[src/rtl/max_pool_2x2_stride_2_if.sv]
// rtl/max_pool_2x2_stride_2_if.sv - pixel stream in/out bundle for the 2x2 max-pool stage
interface max_pool_2x2_stride_2_if #(
  parameter int DATA_WIDHT = 32
);
  logic [DATA_WIDHT-1:0] Data_In;
  logic                  Valid_in;
  logic [DATA_WIDHT-1:0] Data_Out;
  logic                  Valid_Out;
  logic                  Frame_Done;

  modport master (
    output Data_In, Valid_in,
    input  Data_Out, Valid_Out, Frame_Done
  );

  modport slave (
    input  Data_In, Valid_in,
    output Data_Out, Valid_Out, Frame_Done
  );
endinterface

[src/rtl/max_pool_2x2_stride_2.sv]
// rtl/max_pool_2x2_stride_2.sv - 2x2 stride-2 max pooling over a raster IEEE-754 pixel stream
// Horizontal pair maxima of even rows are parked in a half-width line buffer and folded in on odd rows.
module max_pool_2x2_stride_2 #(
  parameter int DATA_WIDHT = 32,
  parameter int IMG_WIDHT  = 218,
  parameter int IMG_HEIGHT = 218
) (
  input logic                     clk,
  input logic                     rst,
  max_pool_2x2_stride_2_if.slave  bus
);
  localparam int MSB    = DATA_WIDHT - 1;
  localparam int HALF_W = IMG_WIDHT / 2;
  localparam int CW     = (IMG_WIDHT > 1) ? $clog2(IMG_WIDHT) : 1;
  localparam int RW     = (IMG_HEIGHT > 1) ? $clog2(IMG_HEIGHT) : 1;
  localparam int LW     = (HALF_W > 1) ? $clog2(HALF_W) : 1;

  logic [CW-1:0]   col;
  logic [RW-1:0]   row;
  logic [MSB:0]    hold;
  logic [MSB:0]    linebuf [HALF_W];
  logic [LW-1:0]   idx;
  logic            last_col;
  logic            last_row;
  logic            wr_en;
  logic            emit;
  logic [MSB:0]    pair_max;
  logic [MSB:0]    win_max;

  // Sign-magnitude to monotonic unsigned: negatives are inverted, positives get the MSB set.
  function automatic logic [MSB:0] order_key(input logic [MSB:0] x);
    return x[MSB] ? ~x : {1'b1, x[MSB-1:0]};
  endfunction

  // The newer operand wins only on a strictly larger key, so ties keep the older one.
  function automatic logic [MSB:0] pick_max(input logic [MSB:0] older, input logic [MSB:0] newer);
    return (order_key(newer) > order_key(older)) ? newer : older;
  endfunction

  assign last_col = (col == CW'(IMG_WIDHT - 1));
  assign last_row = (row == RW'(IMG_HEIGHT - 1));
  assign idx      = LW'(col >> 1);
  assign pair_max = pick_max(hold, bus.Data_In);
  assign win_max  = pick_max(linebuf[idx], pair_max);

  // An odd column always has its even partner; an even last row only exists for odd heights and is dropped.
  assign wr_en = bus.Valid_in && col[0] && !row[0] && !last_row;
  assign emit  = bus.Valid_in && col[0] && row[0];

  always_ff @(posedge clk or posedge rst) begin
    if (rst) begin
      col            <= '0;
      row            <= '0;
      hold           <= '0;
      bus.Data_Out   <= '0;
      bus.Valid_Out  <= 1'b0;
      bus.Frame_Done <= 1'b0;
    end else begin
      bus.Valid_Out  <= emit;
      bus.Frame_Done <= bus.Valid_in && last_col && last_row;
      if (emit) begin
        bus.Data_Out <= win_max;
      end
      if (bus.Valid_in) begin
        if (!col[0]) begin
          hold <= bus.Data_In;
        end
        if (last_col) begin
          col <= '0;
          row <= last_row ? '0 : row + 1'b1;
        end else begin
          col <= col + 1'b1;
        end
      end
    end
  end

  always_ff @(posedge clk) begin
    if (wr_en) begin
      linebuf[idx] <= pair_max;
    end
  end
endmodule

[src/flat_wrapper.sv]
// flat-port wrapper written by rule: the top's interface ports become plain ports
module max_pool_2x2_stride_2_flat 
#(
  parameter int DATA_WIDHT = 32,
  parameter int IMG_WIDHT  = 218,
  parameter int IMG_HEIGHT = 218
)
  (clk, rst, bus_Data_In, bus_Valid_in, bus_Data_Out, bus_Valid_Out, bus_Frame_Done);
  max_pool_2x2_stride_2_if #(.DATA_WIDHT(DATA_WIDHT)) bus_i ();
  input logic clk;
  input logic rst;
  input wire logic [$bits(bus_i.Data_In)-1:0] bus_Data_In;
  input wire logic [$bits(bus_i.Valid_in)-1:0] bus_Valid_in;
  output wire logic [$bits(bus_i.Data_Out)-1:0] bus_Data_Out;
  output wire logic [$bits(bus_i.Valid_Out)-1:0] bus_Valid_Out;
  output wire logic [$bits(bus_i.Frame_Done)-1:0] bus_Frame_Done;
  assign bus_i.Data_In = bus_Data_In;
  assign bus_i.Valid_in = bus_Valid_in;
  assign bus_Data_Out = bus_i.Data_Out;
  assign bus_Valid_Out = bus_i.Valid_Out;
  assign bus_Frame_Done = bus_i.Frame_Done;
  max_pool_2x2_stride_2 #(.DATA_WIDHT(DATA_WIDHT), .IMG_WIDHT(IMG_WIDHT), .IMG_HEIGHT(IMG_HEIGHT)) u_core (.clk(clk), .rst(rst), .bus(bus_i));
endmodule
[config.mk]
export PLATFORM = sky130hd
export DESIGN_NAME = max_pool_2x2_stride_2_flat
export DESIGN_NICKNAME = d
export VERILOG_FILES = /design/src/rtl/max_pool_2x2_stride_2_if.sv /design/src/rtl/max_pool_2x2_stride_2.sv /design/src/flat_wrapper.sv
export SDC_FILE = /design/constraint.sdc
export NUM_CORES = 2
export LEC_CHECK = 0
export CAP_MARGIN = 10
export CORE_MARGIN = 4
export CORE_UTILIZATION = 35
export CTS_BUF_LIST = sky130_fd_sc_hd__clkbuf_4 sky130_fd_sc_hd__clkbuf_8
export DETAILED_ROUTE_END_ITERATION = 16
export SLEW_MARGIN = 20
export SYNTH_ARGS = -nofsm -noshare
export SYNTH_HDL_FRONTEND = slang
export SYNTH_SLANG_ARGS = --single-unit
[constraint.sdc]
create_clock -name clk -period 7.9 [get_ports clk]
set_input_delay 0.79 -clock clk [delete_from_list [all_inputs] [get_ports clk]]
set_output_delay 0.79 -clock clk [all_outputs]
set_load 0.02 [all_outputs]
==> impl_metrics.py <==
metrics = {
    "timing": {
        "max_freq_ghz": 0.142,
        "tns_ns": 0,
        "period_needed_ns": 7.02,
        "timing.final.max_slew_violations": 0,
        "slew_headroom": 0.0573,
        "worst_slew_pin_slew_ns": 1.39,
        "period_share": 0.889,
        "fin_ws_ns": 0.875,
        "finalSetupViolations": 0,
        "finClkSkew_ns": 0.104,
        "rsz0062_at_grt": "false",
        "hold_violations": 0,
    },
    "grt": {
        "grt_pass1_vias": 81628,
        "grt_pass1_wl_um": 678000,
        "grt_usage": 0.232,
        "gr-total-overflow": 0,
        "grt_start_max_net_pins": 86,
        "antenna_found_initial": 50,
    },
    "synthesis": {
        "synth_edf_count": 3488,
        "async_reset_ff_frac": 0.0230,
        "synth_top_area_frac": 0.744,
        "synth_area_leaders": "edfxtp_1 (74%), mux4_2 (5.2%), mux2i_1 (2.6%)",
        "synth-seq-cells": 3570,
        "syn_inst": 7648,
        "yosysWarnings": 0,
        "synthFlopType": "edfxtp_1",
        "synth_area_um2": 141000,
        "yosysTopAreaCell": "edfxtp_1",
        "ys_seq_area_frac": 0.758,
        "avgSynthCellArea_um2": 18.4,
        "synthesis.nets": 7751,
        "synth_cell_types": 96,
    },
    "clocking": {
        "clk_pin_slew_ns": 0.06,
        "clockBufferDepth": 4,
        "h-tree-depth": 6,
        "cts_sinks": 3570,
        "postCtsSetupBuffers": 0,
        "cts_made_buffers": 578,
        "cts_root_buffer": "clkbuf_8",
        "cts_tree": "built",
        "clock_latency_ns": 1.26,
    },
    "pwr": {
        "power.density_nw_per_um2": 388,
        "ir_worst_vdd_mv": 0.293,
        "leakagePower_nw": 51.2,
        "power_w": 0.0628,
    },
    "die": {
        "die_x_um": 642,
        "start_util": 0.352,
        "die-area_um2": 413000,
        "core_um2": 400000,
        "ios": 69,
        "rows": 232,
        "die_height_um": 642,
    },
    "route": {
        "routed_via_density": 6.09,
        "wl_per_cell_um": 35.6,
        "wl_um": 499000,
        "ant_nets": 0,
        "post-route-drc-count": 0,
        "drt-initial-drc-count": 14444,
        "dr.pass1.iters": 6,
        "vias": 85212,
    },
    "critical_path": {
        "path_buf_inv": 2,
        "crit_path_end_kind": "flop",
        "path_delay_family": "compound AO/OA/AOI/OAI gates",
        "cpPeakStageDelay_ns": 1.16,
        "cp-startpoint": "u_core.col[2]",
        "required_ns": 9.02,
        "cp_cell_sequence": "buf_4 > mux4_2 > mux2i_1 > o21ai_0 > o311ai_1 > nand4_1 > buf_4 > xor2_1 > ha_1 > nand4_1 > nor4_1 > a211o_1 > a211o_1 > nand3_1 > o221ai_1",
        "cp_max_fo": 47,
        "slowest_stage": "o311ai_1",
        "worstReg2RegStart": "u_core.col[2]",
        "cp.arrival_ns": 8.15,
        "start_kind": "flop",
        "worst-setup-path-type": "reg2reg",
    },
    "layout": {
        "final_common_cell": "edfxtp_1",
        "layout_common_cells": "edfxtp_1 (3488), clkbuf_8 (587), buf_4 (437)",
        "fin_nets": 8368,
        "layout-drive-gt1-share": 0.247,
        "area_growth_pct": 14.9,
    },
    "placement": {
        "gp_congestion": 0.922,
        "pre_cts_ws_ns": 0.622,
        "port_buffers": 68,
        "dpl.hpwl_um": 297000,
    },
    "min_path": {
        "worstHoldStart": "bus_Data_In[29]",
        "holdCritPathClass": "in2reg",
    },
    "flow_run": {
        "drv_cap": 0,
    },
    "outcome": {
        "status": "finished clean",
    },
}
[through the flow]
stage / area, um^2 / util / instances / hold slack, ns
6_report: 162000 / 0.405 / 13985 / 0.256
5_1_grt: 162000 / 0.404 / 13966 / 0.236
4_1_cts: 162000 / 0.404 / 13962 / 0.183
3_5_place_dp: 151000 / 0.376 / 12948 / 0.477
3_3_place_gp: 151000 / 0.376 / 12948 / 0.466
2_1_floorplan: 141000 / - / 7648 / 0.448
[cell usage after synthesis, drive strengths merged (67+ instances only)]
| cell | instances |
|---|---|
| edfxtp | 3488 |
| mux2i | 368 |
| buf | 355 |
| nand2 | 339 |
| mux4 | 328 |
| a21oi | 245 |
| mux2 | 240 |
| a22oi | 232 |
| nor2 | 223 |
| o21ai | 218 |
| a221oi | 209 |
| clkbuf | 153 |
| a221o | 99 |
| dfrtp | 82 |
| xnor2 | 80 |
| nand3 | 76 |
| ha | 68 |
| a31oi | 67 |
[power by group]
part / internal (W) / switching, W / total, W / leakage [nW]
registers: 0.0234 / 0.000393 / 0.0238 / 32.4
logic: 0.00663 / 0.0165 / 0.0232 / 12.9
clock network: 0.00820 / 0.00761 / 0.0158 / 5.90
[per-layer routing]
metal  GRT usage  routed length [um]  vias up  share of wire
met4       0.125               30800       20          0.062
met3      0.0646               65100     1276           0.13
met5           0                 143        -        0.00029
met1       0.309              183000    44340           0.37
met2       0.346              219000     6708           0.44
li1            -                   -    32868              -
[path summary, 6_finish.rpt]
path	to	slack, ns	cells after the start
worst max-delay path	u_core.bus.Data_Out[6]	0.88	15
worst min-delay path	u_core.hold[29]	0.26	2
worst max register to register	u_core.bus.Data_Out[6]	0.88	15
worst min register to register	u_core.bus.Data_Out[27]	0.49	2
max in group asynchronous	u_core.hold[31]	6.11	4
min in group asynchronous	u_core.row[3]	0.42	3
[area by class of cell]
type | instances | area, um^2
well taps | 5265 | 6590
fillers | 35587 | 238000
flip-flops and latches | 3570 | 107000
multi-input cells | 3540 | 32300
clock inverters | 240 | 1700
clock buffers | 773 | 9480
inverters | 30 | 166
diodes | 22 | 55.1
repair buffers | 545 | 4750
[cells by family (layout without fill, tap and decap cells)]
kind of cell	count (synthesis)	in the layout	synth area share
other cells	0	22	0
compound gates	1547	1547	0.0802
simple gates	860	860	0.0288
mux	936	936	0.0979
fa+ha+maj	68	68	0.00604
xor+xnor	129	129	0.00802
buf+inv	538	1588	0.0209
flops	3570	3570	0.758
[state kept, by name, indices dropped and copies added, names as in the netlist]
register and count:
u_core.hold 32, u_core.bus.Data_Out 32, u_core.linebuf 3488, u_core.col 8, u_core.row 8, u_core.bus.Valid_Out 1
u_core.bus.Frame_Done 1
[repair_timing]
item,in CTS,in global routing
endpoints found under the hold margin,17,0
gates resized for setup,0,0
hold buffers,1,0
Power figures use the tool's default switching activity.
